`src/rtl/debounce_pulse.sv`:
```
// debounce_pulse: Moore debouncer emitting a clean level and one rising-edge pulse; DEBOUNCE_SYNC_EN adds a 2-flop input synchronizer
module debounce_pulse #(
  parameter int STABLE = 4,
  parameter int W = 3
) (
  input  logic clock,
  input  logic reset,
  input  logic in,
  output logic out,
  output logic level
);
  typedef enum logic [2:0] {LOW, RISE_WAIT, PULSE, HIGH, FALL_WAIT} state_t;
  localparam logic [W-1:0] LAST = W'(STABLE - 1);
  state_t state, state_n;
  logic [W-1:0] cnt, cnt_n;
  logic x;
`ifdef DEBOUNCE_SYNC_EN
  logic [1:0] sync;
  always_ff @(posedge clock)
    sync <= reset ? 2'b00 : {sync[0], in};
  assign x = sync[1];
`else
  assign x = in;
`endif
  always_ff @(posedge clock) begin
    if (reset) begin
      state <= LOW;
      cnt <= '0;
    end else begin
      state <= state_n;
      cnt <= cnt_n;
    end
  end
  always_comb begin
    state_n = state;
    cnt_n = cnt;
    case (state)
      LOW: if (x) begin
        state_n = RISE_WAIT;
        cnt_n = '0;
      end
      RISE_WAIT: if (!x) begin
        state_n = LOW;
        cnt_n = '0;
      end else if (cnt == LAST) state_n = PULSE;
      else cnt_n = cnt + 1'b1;
      PULSE: state_n = HIGH;
      HIGH: if (!x) begin
        state_n = FALL_WAIT;
        cnt_n = '0;
      end
      FALL_WAIT: if (x) begin
        state_n = HIGH;
        cnt_n = '0;
      end else if (cnt == LAST) begin
        state_n = LOW;
        cnt_n = '0;
      end else cnt_n = cnt + 1'b1;
      default: begin
        state_n = LOW;
        cnt_n = '0;
      end
    endcase
  end
  assign out = state == PULSE;
  assign level = state == PULSE || state == HIGH || state == FALL_WAIT;
endmodule

```
`config.mk`:
```
export PLATFORM = sky130hd
export DESIGN_NAME = debounce_pulse
export DESIGN_NICKNAME = d
export VERILOG_FILES = /design/src/rtl/debounce_pulse.sv
export SDC_FILE = /design/constraint.sdc
export NUM_CORES = 1
export LEC_CHECK = 0
export ABC_AREA = 1
export CORE_AREA = 2 2 39 41
export CTS_CLUSTER_SIZE = 16
export DETAILED_ROUTE_END_ITERATION = 10
export DIE_AREA = 0 0 41 43
export GPL_ROUTABILITY_DRIVEN = 0
export HOLD_SLACK_MARGIN = 0.03
export MAX_ROUTING_LAYER = met4
export PLACE_DENSITY_LB_ADDON = 0.25
export SYNTH_ARGS = -nofsm -noshare
export SYNTH_HDL_FRONTEND = slang
export SYNTH_SLANG_ARGS = --single-unit
```
`constraint.sdc`:
```
create_clock -name clock -period 1.9 [get_ports clock]
set_clock_uncertainty 0.1 [all_clocks]
set_input_delay 0.38 -clock clock [delete_from_list [all_inputs] [get_ports clock]]
set_output_delay 0.38 -clock clock [all_outputs]
set_load 0.01 [all_outputs]
```
==> run metrics, run 1 <==
Seq/Total Area, Yosys=24.4%; CP required=1.42 ns; Cells after Synth=83; DR vias/cell=4.93; IO Count=5; Hold Path Class=reg -> reg; Synth area leader=dfxtp_1; CTS tree=yes; outcome=finished, final reports clean; total clock sinks=6; # H-tree levels=1; HPWL Detailed=859 µm; Layout area overhead=23.2%; f_max=612 MHz; vias in the first global route=457; crit path DAT=1.15 ns; GRT Resource Usage Total=15.0%; Synthesized Nets=89; crit share post-route=86.0%; row count=14; number of inserted diodes=0; distinct cell type count after synthesis=14; WHS=0.409 ns; routed wire length=1090 µm; Setup violations, final=0; hold_buf cts=0; final hold viol count=0; crit-path max FO=4; clock transition at the registers of the reported paths=0.04 ns; Final Critical Period=1.63 ns; largest net degree at the start of global routing=10; antenna violations before repair=0; fin. max-slew vios=0; capture point of the critical path=out; Die W=41 µm; post-route antenna net violation count=0; Worst R2R Path Depth=8; # Post-CTS Setup Buffers=0; Worst setup startpoint=state[2]$_SDFFE_PP0P_; residual DRC count=0; Initial DRC Count=21; Setup TNS=0 ns; critical path endpoint category=output pin; post-synth top area share=24.4%; hold path depth=2; VDD IR max=0.631 mV; post-synthesis cell area=492 µm²; share of layout cells above drive strength 1=17.2%; Crit Reg-Reg Startpoint=cnt[0]$_SDFFE_PP0P_; Final nets=101; Cell Pwr Density=1090 nW/µm²; first-pass GRT wire length=1810 µm; Worst R2R End=state[1]$_SDFFE_PP0P_; max cap viols=0; via count=537; Reg2Reg Setup Slack=0.39 ns; Worst-Margin Slew=0.217 ns; Die Footprint=1760 µm²; Synth Area per Inst=5.92 µm²; Worst-Skew Late Latency=0.24 ns; Post-DP Area=577 µm²; Die Y=43 µm; Ys Warns=0; Startpoint Class=flop; initial core utilization=35.5%; CTS Buffer Depth=2; Num CTS Buffers=3; Relative slew margins=85.5%; GRT overflow=0; Yosys reg bits=6; drt wl/cell=9.97 µm; Buffers on Ports=4; first-pass iteration count of the detailed router=4; RSZ-0062 raised after global routing=no; total core area=1380 µm²; fin area=606 µm²; CP Class=reg -> out; Root Driver=clkbuf_4; Synth area leaders=dfxtp_1 24%, nor2_1 15%, nand2_1 15%; Leak Pwr=0.313 nW
## cell type report
cell class | instances | area [µm²]
multi-input cells | 65 | 325
fillers | 152 | 778
inverters | 11 | 41.3
well taps | 16 | 20.0
repair buffers | 8 | 71.3
clock buffers | 3 | 22.5
flip-flops and latches | 6 | 125
## report_power, final
part	internal (W)	switching (W)
clock	0.0000710	0.0000393
combinational	0.000142	0.000195
sequential	0.000166	0.0000489
## registers in the layout, indices dropped and copies added, names as in the netlist
| signal | count |
|---|---|
| cnt | 3 |
| state | 3 |
## stage by stage
stage	total power (W)	instances	worst slack (ns)	utilization [%]
6_report	0.000662	109	0.266	43.8
5_1_grt	0.000727	109	0.180	43.8
4_1_cts	0.000667	109	0.0271	43.6
3_5_place_dp	0.000550	106	0.0830	41.7
3_3_place_gp	0.000554	106	0.0629	41.7
2_1_floorplan	0.000446	83	0.529	-
## synth_stat cells, drive strengths merged
cell type   n
buf         1
ha          3
dfxtp       6
inv        11
nor2       23
o211ai      2
a21oi       2
nand3      11
nand2      19
nand4       5
## critical path: stages, from the launching register on
cell	delay (ns)
dfxtp_1	0.35
inv_2	0.07
nand2_1	0.07
nor2_2	0.15
dlygate4sd2_1	0.29
## cells by family after synthesis
logic type	share of synthesized area, %
AND/OR/NAND/NOR	53.4
AO/OA/AOI/OAI	5.09
flip-flops	24.4
adder cells (fa/ha/maj)	7.63
buffers and inverters	9.41
## metal layers
layer,vias up,track usage (%),part of all wire [%]
met3,0,4.71,4.0
met1,236,20.5,49
met2,10,20.9,46
li1,291,-,-
met4,0,4.00,0
met5,-,-,0
## timing repair
item / 4_1_cts / 5_1_grt
gates resized for setup: 4 / 1
setup endpoints to repair: 2 / 1
pin swaps: 0 / 0
## cell usage in the layout (no fill, tap or decap), drive strengths merged
cell type	count
ha	3
inv	11
buf	4
dlygate4sd2	1
o211ai	2
nand4	5
dfxtp	6
clkdlybuf4s50	2
dlymetal6s2s	1
nand2	19
nand3	11
clkbuf	3
nor2	23
a21oi	2
## worst min-delay path by stage
stage / from / end / slack, ns
after floorplan: reset / state[2]$_SDFFE_PP0P_ / 0.35
after global placement: cnt[1]$_SDFFE_PP0P_ / cnt[1]$_SDFFE_PP0P_ / 0.39
after detailed placement: cnt[1]$_SDFFE_PP0P_ / cnt[1]$_SDFFE_PP0P_ / 0.40
after CTS: cnt[1]$_SDFFE_PP0P_ / cnt[1]$_SDFFE_PP0P_ / 0.41
after global routing: cnt[1]$_SDFFE_PP0P_ / cnt[1]$_SDFFE_PP0P_ / 0.42
final: cnt[1]$_SDFFE_PP0P_ / cnt[1]$_SDFFE_PP0P_ / 0.41
(Power assumes the default switching activity.)
==> run 2, diff against run 1 <==
--- a/config.mk
+++ b/config.mk
@@ -5,7 +5,6 @@
 export SDC_FILE = /design/constraint.sdc
 export NUM_CORES = 1
 export LEC_CHECK = 0
-export ABC_AREA = 1
 export CORE_AREA = 2 2 39 41
 export CTS_CLUSTER_SIZE = 16
 export DETAILED_ROUTE_END_ITERATION = 10
==> run 2 against run 1 <==
Total power is 57% lower. Via count is 32% lower. Critical path type is now in -> reg. Area after synthesis is 11% lower. Worst hold slack worse by 0.025 ns. Non-clock buffer count is 6 higher. Final cell count is 28% lower.
==> run metrics, run 2 <==
total core area=1380 µm² (unchanged); VDD IR max=0.302 mV (-52%); asr flop ratio synth=0% (unchanged); first-pass GRT wire length=1590 µm (-12%); share of power burned in registers=47.7% (+15 points); Final WS setup=0.156 ns (-0.110 ns); final std cells w/o fill=78 (-28%); leading registers by flop count=cnt x3, state x3; residual DRC count=0 (unchanged); CP Class=in -> reg; Final nets=70 (-31%); Switch Pwr=0.0000612 W (-78%); Hold Path Origin=cnt[1]$_SDFFE_PP0P_; row count=14 (unchanged); first-pass iteration count of the detailed router=3 (-1); Num CTS Buffers=3 (unchanged); drt wl/cell=10.3 µm (+3.2%); Initial DRC Count=1 (-95%); crit-path max FO=5 (+1); CTS Buffer Depth=2 (unchanged); most frequent cells in the layout=10 x buf_4, 5 x dfxtp_1, 4 x inv_1; crit share post-route=91.8% (+5.8 points); commonest non-fill, non-tap cell in the layout=buf_4; largest net degree at the start of global routing=14 (+4); Worst R2R End=cnt[0]$_SDFFE_PP0P_; top-count cell post-synth=dfxtp_1; combinational share of power=12.4% (-38 points); WHS Endpoint=cnt[1]$_SDFFE_PP0P_; share of the core filled with cells=42.2% (-1.5 points); Final Critical Period=1.74 ns (+0.110 ns); max cap viols=0 (unchanged); critical path endpoint category=flop; HPWL Detailed=664 µm (-23%); Synth area leaders=dfxtp_1 27%, ha_1 8.6%, a2111oi_4 6.3%; final hold viol count=0 (unchanged); initial core utilization=31.6% (-3.9 points); hold path depth=1 (-1); Cells after Synth=48 (-42%); DR vias/cell=4.69 (-4.8%); # H-tree levels=1 (unchanged); # Post-CTS Setup Buffers=0 (unchanged); routed wire length=803 µm (-26%); Yosys reg bits=6 (unchanged); clock transition at the registers of the reported paths=0.04 ns (about the same); RSZ-0062 raised after global routing=no; fin. max-slew vios=0 (unchanged); Hold Path Class=reg -> reg; Relative slew margins=73.1% (-12 points); distinct cell type count after synthesis=28 (+14); Reg2Reg Setup Slack=0.27 ns (-0.12 ns); Layout area overhead=33.4%; CP required=1.98 ns (+0.56 ns); Die Footprint=1760 µm² (unchanged); clock share of power=39.9% (+23 points); Crit Reg-Reg Startpoint=cnt[0]$_SDFFE_PP0P_; outcome=finished, final reports clean; Die W=41 µm (unchanged); Pint=0.000222 W (-41%); crit path DAT=1.83 ns (+0.68 ns); Synth Area per Inst=9.12 µm² (+54%); Cell Pwr Density=485 nW/µm² (-56%); share of layout cells above drive strength 1=29.0% (+12 points); most frequent cells after synthesis=6 x dfxtp_1, 4 x inv_1; Sw Share=21.6% (-21 points); post-route antenna net violation count=0 (unchanged); hold_buf cts=0 (unchanged); vias in the first global route=380 (-17%); Root Driver=clkbuf_4; Placed Cells=75 (-29%); Setup Slack @ Placement=-0.117 ns (-0.200 ns); antenna violations before repair=0 (unchanged); GRT overflow=0 (unchanged); post-synthesis cell area=438 µm² (-11%); Worst setup startpoint=in; post-synth top area share=27.4% (+3.0 points); Setup violations, final=0 (unchanged); top_reg_cell synth=dfxtp_1; fin area=584 µm² (-3.5%); Leak Pwr=0.263 nW (-16%); Buffers on Ports=4 (unchanged); f_max=573 MHz (-6.3%); IO Count=5 (unchanged); Synthesized Nets=54 (-39%); Die Y=43 µm (unchanged); Worst R2R Path Depth=6 (-2); Seq/Total Area, Yosys=27.4% (+3.0 points); GRT Resource Usage Total=13.6% (-1.3 points); Post-synth EDFFs=0 (unchanged); Worst-Skew Late Latency=0.24 ns (about the same); Overall Power=0.000284 W (-57%); Startpoint Class=primary input; Ys Warns=0 (unchanged); number of inserted diodes=0 (unchanged); Synth area leader=dfxtp_1; total clock sinks=6 (unchanged); Worst-Margin Slew=0.403 ns (+0.186 ns); CTS tree=yes; Post-DP Area=559 µm² (-3.0%); via count=366 (-32%)
==> run 2: per-stage QoR <==
step                      hold slack, ns  TNS [ns]
after floorplan                    0.346         0
final                              0.384         0
after global placement             0.366    -0.104
after detailed placement           0.373    -0.217
after CTS                          0.389         0
after global routing               0.417         0
==> run 2: layout make-up <==
class / instances / area [µm²]
well taps: 16 / 20.0
flip-flops and latches: 6 / 121
repair buffers: 14 / 116
inverters: 4 / 15.0
clock buffers: 3 / 22.5
multi-input cells: 35 / 289
fillers: 146 / 800
==> run 2: repair_timing <==
item,CTS,global route
resized for setup,1,2
endpoints found under the setup margin,1,1
endpoints found under the hold margin,0,0
==> run 2: cell families after synthesis <==
| kind of cell | after synthesis | synth area share (%) |
|---|---|---|
| AOI/OAI and AO/OA | 15 | 30.0 |
| DFF | 6 | 27.4 |
| and+or+nand+nor | 16 | 24.9 |
| muxes | 1 | 2.57 |
| buffers and inverters | 7 | 6.57 |
| adders and majority gates | 3 | 8.57 |
==> run 2: worst max path at each step <==
stage | to | slack (ns)
final | cnt[0]$_SDFFE_PP0P_ | 0.16
after global routing | cnt[0]$_SDFFE_PP0P_ | 0.08
after CTS | out | 0.02
after detailed placement | cnt[0]$_SDFFE_PP0P_ | -0.12
after global placement | cnt[0]$_SDFFE_PP0P_ | -0.06
after floorplan | cnt[0]$_SDFFE_PP0P_ | 0.31
==> run 2: per-layer routing <==
layer | track usage (%) | wire, µm | share of wire, % | vias to the layer above
met5 | - | 0 | 0 | -
met4 | 8.00 | 11 | 1.4 | 0
met3 | 4.71 | 26 | 3.2 | 2
met2 | 18.4 | 378 | 47 | 4
met1 | 16.9 | 387 | 48 | 156
li1 | - | - | - | 204
==> run 2: power by group through the flow <==
stage                     Combinational (W)  Clock (W)  Sequential (W)
after global routing              0.0000382   0.000129        0.000136
after detailed placement          0.0000353          0        0.000137
final                             0.0000351   0.000113        0.000135
after global placement            0.0000354          0        0.000137
after CTS                         0.0000358   0.000120        0.000135
after floorplan                   0.0000191          0        0.000133
==> run 2: critical path: stages <==
cell and delay, ns:
clkdlybuf4s50_1 0.53, and2b_1 0.21, a2111oi_1 0.40, buf_4 0.18, mux2_2 0.13
==> run 3, diff against run 2 <==
==> constraint.sdc (replaced) <==
create_clock -name clock -period 1.9 [get_ports clock]
set_clock_uncertainty 0.1 [all_clocks]
set_input_delay 0.19 -clock clock [delete_from_list [all_inputs] [get_ports clock]]
set_output_delay 0.19 -clock clock [all_outputs]
set_load 0.01 [all_outputs]
==> run 3 against run 2 <==
Die area unchanged. Combinational power down 18%. Utilization down 3.8 points. Clock-buffer cell count unchanged. Routed wire length down 3.6%. Critical path depth down 2. Sequential share of layout area up 2.3 points. Register-to-register slack about the same. Flip-flop and latch count unchanged. Final area down 9.0%. Critical endpoint is now level.
==> run metrics, run 3 (synthesized netlist as in run 2, its figures left out) <==
outcome=finished, final reports clean; Layout area overhead=21.4%; routed wire length=774 µm (-3.6%); Final Critical Period=1.76 ns (+0.0154 ns); vias in the first global route=345 (-9.2%); number of inserted diodes=0 (unchanged); drt wl/cell=10.9 µm (+5.9%); leading registers by flop count=cnt x3, state x3; largest net degree at the start of global routing=14 (unchanged); CTS tree=yes; Startpoint Class=flop; crit-path max FO=10 (+5); slowest CP cell=clkdlybuf4s50_1; Num CTS Buffers=3 (unchanged); RSZ-0062 raised after global routing=no; crit path DAT=1.47 ns (-0.36 ns); critical path endpoint category=output pin; Die Y=43 µm (unchanged); clock transition at the registers of the reported paths=0.04 ns (about the same); Worst-Margin Slew=0.422 ns (+0.0189 ns); most frequent cells in the layout=4 x inv_1, 4 x dfxtp_1, 4 x clkdlybuf4s50_1; Die W=41 µm (unchanged); Hold Path Class=reg -> reg; Initial DRC Count=3 (+2); IO Count=5 (unchanged); final std cells w/o fill=71 (-9.0%); DR vias/cell=4.83 (+3.0%); initial core utilization=31.6% (unchanged); GRT overflow=0 (unchanged); HPWL Detailed=650 µm (-2.2%); share of layout cells above drive strength 1=21.8% (-7.2 points); CTS Buffer Depth=2 (unchanged); row count=14 (unchanged); Setup Slack @ Placement=0.115 ns (+0.232 ns); GRT Resource Usage Total=12.2% (-1.4 points); total clock sinks=6 (unchanged); Relative slew margins=71.8% (-1.3 points); fin. max-slew vios=0 (unchanged); CP Class=reg -> out; crit share post-route=92.6% (+0.81 points); Worst path max stage delay=0.55 ns (+0.02 ns); first-pass iteration count of the detailed router=3 (unchanged); post-route antenna net violation count=0 (unchanged); Root Driver=clkbuf_4; final hold viol count=0 (unchanged); Hold Path Origin=cnt[1]$_SDFFE_PP0P_; residual DRC count=0 (unchanged); Placed Cells=68 (-9.3%); total core area=1380 µm² (unchanged); first-pass GRT wire length=1360 µm (-14%); Buffers on Ports=4 (unchanged); Reg2Reg Setup Slack=0.28 ns (about the same); Setup violations, final=0 (unchanged); Final WS setup=0.141 ns (-0.0154 ns); hold path depth=1 (unchanged); Worst R2R End=cnt[0]$_SDFFE_PP0P_; VDD IR max=0.223 mV (-26%); CP required=1.61 ns (-0.37 ns); # H-tree levels=1 (unchanged); WHS Endpoint=cnt[1]$_SDFFE_PP0P_; Setup TNS=0 ns (unchanged); Cell Pwr Density=514 nW/µm² (+6.0%); max cap viols=0 (unchanged); Leak Pwr=0.205 nW (-22%); Final nets=63 (-10%); via count=343 (-6.3%); share of the core filled with cells=38.4% (-3.8 points); Die Footprint=1760 µm² (unchanged); Worst R2R Path Depth=5 (-1); CP cell instances=nand2b_1 > o21ai_0 > clkdlybuf4s50_1; antenna violations before repair=0 (unchanged); Crit Reg-Reg Startpoint=cnt[0]$_SDFFE_PP0P_; Worst-Skew Late Latency=0.23 ns (about the same); f_max=568 MHz (-0.87%)
==> run 3: worst max-delay path: cells and delay by family, from the launching register on <==
family	cells	cell delay, ns
and+or+nand+nor	1	0.17
AOI/OAI and AO/OA	1	0.15
DFF	1	0.36
buffers and inverters	1	0.55
==> run 3: worst max path at each step <==
| stage | from | endpoint | slack, ns | cells past startpoint |
|---|---|---|---|---|
| 3_5_place_dp | in | cnt[0]$_SDFFE_PP0P_ | 0.11 | 4 |
| 6_report | state[1]$_SDFFE_PP0P_ | level | 0.14 | 3 |
| 4_1_cts | state[1]$_SDFFE_PP0P_ | level | 0.03 | 3 |
| 2_1_floorplan | cnt[0]$_SDFFE_PP0P_ | cnt[0]$_SDFFE_PP0P_ | 0.31 | 5 |
| 3_3_place_gp | in | cnt[0]$_SDFFE_PP0P_ | 0.11 | 4 |
| 5_1_grt | state[1]$_SDFFE_PP0P_ | level | 0.09 | 3 |
==> run 3: routing by layer <==
metal	share of wire, %	vias up	global-route usage (%)
li1	-	190	-
met1	45	147	13.0
met2	50	4	18.8
met3	2.7	2	1.57
met4	1.4	0	10.0
met5	0	-	-
==> run 3: power breakdown <==
part / internal, W / switching (W) / leakage (nW)
Clock: 0.0000709 / 0.0000383 / 0.0138
Combinational: 0.0000164 / 0.0000124 / 0.141
Sequential: 0.000129 / 0.00000592 / 0.0498
==> run 3: stage by stage <==
stage	hold WS, ns	area [µm²]	total power, W
detailed placement	0.366	507	0.000166
global route	0.399	532	0.000287
floorplan	0.159	438	0.000152
finish	0.381	532	0.000273
global placement	0.372	507	0.000166
CTS	0.381	529	0.000281
==> run 3: cell type report <==
type,instances,area [µm²]
flip-flops and latches,6,123
well taps,16,20.0
inverters,4,15.0
fillers,146,852
clock buffers,3,22.5
multi-input cells,35,289
repair buffers,7,62.6
==> run 3: repair_timing <==
action | in CTS | in global routing
setup buffers | 0 | 0
hold buffers | 0 | 0
gates resized for setup | 0 | 2
setup endpoints to repair | 0 | 2
==> RTL edit (config.mk and constraints of run 1) <==
The parameter `W` goes from 3 to 5.
--- a/src/rtl/debounce_pulse.sv
+++ b/src/rtl/debounce_pulse.sv
@@ -2,5 +2,5 @@
 module debounce_pulse #(
   parameter int STABLE = 4,
-  parameter int W = 3
+  parameter int W = 5
 ) (
   input  logic clock,
Formal check against the unedited RTL: same outputs for any inputs over 10 cycles, from zero or initial values and one cycle with reset high; that may be too few to reach the edited logic, so the function may still have changed.
==> RTL edit against run 1 <==
- clock power is 17% higher
- routed wire length is 1.2% higher
- synthesized area is 13% higher
- total power is 21% higher
- cell area is 7.2% higher
- utilization is 3.2 points higher
- worst setup slack worse by 0.017 ns
- synthesized cell count is 2.4% lower
- sequential cell count is 2 higher
- critical path type unchanged
- highest routed layer is now met4
==> RTL edit: results (changes against run 1) <==
- The largest voltage drop on the vdd net is 0.0003978 V (was 0.0006308 V).
- The critical path launch point is state[1]$_SDFFE_PP0P_ (was state[2]$_SDFFE_PP0P_).
- The cell area after placement was 621.8 um^2 (was 576.8 um^2).
- Run status: finished, final reports clean (unchanged).
- The wire length on met2 is 491 um (was 504 um).
- The violation count after the first detailed-route iteration is 13 (was 21).
- The net count of the mapped netlist is 85 (was 89).
- The critical path arrival is 1.17 ns (was 1.15 ns).
- The pin count of the biggest net entering global routing is 8 (was 10).
- The highest metal layer with signal wires is met4 (was met3).
- The via count of the first global-routing pass was 450 (was 457).
- Largest cells by area after synthesis: sky130_fd_sc_hd__dfxtp_1 29%, sky130_fd_sc_hd__nand2_1 13%, sky130_fd_sc_hd__nor2_1 7.4%, sky130_fd_sc_hd__nand3_1 6.3%, sky130_fd_sc_hd__nor2_4 6.1% (was sky130_fd_sc_hd__dfxtp_1 24%, sky130_fd_sc_hd__nor2_1 15%, sky130_fd_sc_hd__nand2_1 15%, sky130_fd_sc_hd__nand3_1 11%, sky130_fd_sc_hd__ha_1 7.6%).
- The relative slew slack is 0.8297 (was 0.8547).
- The leakage component of the power is 0.3061 nW (was 0.3132 nW).
- The post-placement cell count came to 102 (was 106).
- The dominant delay contributor by cell family on the critical path was flip-flops (was buffers and inverters).
- The overall track demand over capacity in global routing is 0.1620 (was 0.1498).
- The area occupied by multi-input gates is 356.6 um^2 (was 325.3 um^2).
- The global-route wire length before repair is 1849 um (was 1807 um).
- The biggest fanout along the worst timing path is 6 (was 4).
- The layout cell share with drive strength beyond 1 is 0.1798 (was 0.1720).
- The number of nets in the final layout is 95 (was 101).
- The clock insertion delay at the later pin of the skew report is 0.26 ns (was 0.24 ns).
- Leading registers by flop count: cnt (5), state (3) (was cnt (3), state (3)).
- The placed wire-length estimate was 856.5 um (was 858.6 um).
- The post-synthesis cell type count came to 21 (was 14).
- The post-detailed-routing wire length came to 1100 um (was 1087 um).
- The sequential fraction of the synthesis area is 0.2870 (was 0.2443).
- The gate count of the mapped netlist is 81 (was 83).
- The met3 wire length came to 43 um (was 44 um).
- The cell type of the slowest stage on the worst timing path is sky130_fd_sc_hd__dfxtp_2 (was sky130_fd_sc_hd__dfxtp_1).
- The non-filler instance count after layout was 105 (was 109).
- The detailed-route vias per instance is 5.019 (was 4.927).
- The origin of the critical flop-to-flop path is cnt[0]$_SDFFE_PP0P_ (unchanged).
- The count of filler cells inserted in the layout was 138 (was 152).
- Top post-synthesis cells by count: 20 x sky130_fd_sc_hd__nand2_1, 11 x sky130_fd_sc_hd__nor2_1, 8 x sky130_fd_sc_hd__dfxtp_1, 8 x sky130_fd_sc_hd__inv_1, 7 x sky130_fd_sc_hd__nand3_1 (was 20 x sky130_fd_sc_hd__nor2_1, 19 x sky130_fd_sc_hd__nand2_1, 11 x sky130_fd_sc_hd__nand3_1).
==> RTL edit: logic make-up (layout without fill, tap and decap cells) <==
| family | count (synthesis) | after routing | synth area share |
|---|---|---|---|
| and+or+nand+nor | 49 | 49 | 0.4484 |
| AOI/OAI and AO/OA | 12 | 12 | 0.1368 |
| buffers and inverters | 9 | 17 | 0.07399 |
| DFF | 8 | 8 | 0.2870 |
| xor gates and xnor gates | 2 | 2 | 0.03140 |
| adders and majority gates | 1 | 1 | 0.02242 |
==> RTL edit: worst paths after layout <==
path,to,slack [ns],cells past startpoint
setup / recovery,level,0.25,4
setup reg to reg,state[1]$_SDFFE_PP0P_,0.45,7
hold / removal,cnt[3]$_SDFFE_PP0P_,0.40,2
hold reg to reg,cnt[3]$_SDFFE_PP0P_,0.40,2
==> RTL edit: routing by layer <==
metal	up-vias	GRT usage
met1	229	0.2045
met5	-	-
li1	282	-
met4	0	0.1400
met2	11	0.2094
met3	5	0.03141
==> RTL edit: layout make-up <==
class | count | area share
multi-input combinational | 64 | 0.5491
clock buffer | 3 | 0.03468
timing repair buffer | 6 | 0.08671
tap | 16 | 0.03083
inverter | 8 | 0.04624
sequential | 8 | 0.2524
==> RTL edit: report_power, final <==
| part | leakage [nW] | internal [mW] | switching [mW] | total (mW) |
|---|---|---|---|---|
| Sequential | 0.0662 | 0.203 | 0.0607 | 0.264 |
| Combinational | 0.226 | 0.187 | 0.223 | 0.410 |
| Clock | 0.0138 | 0.0722 | 0.0572 | 0.129 |
==> RTL edit: repair_timing <==
action	in CTS	in global routing
buffers inserted	0	0
pin swaps	0	0
hold endpoints to repair	0	0
setup endpoints to repair	2	1
gates resized for setup	5	1
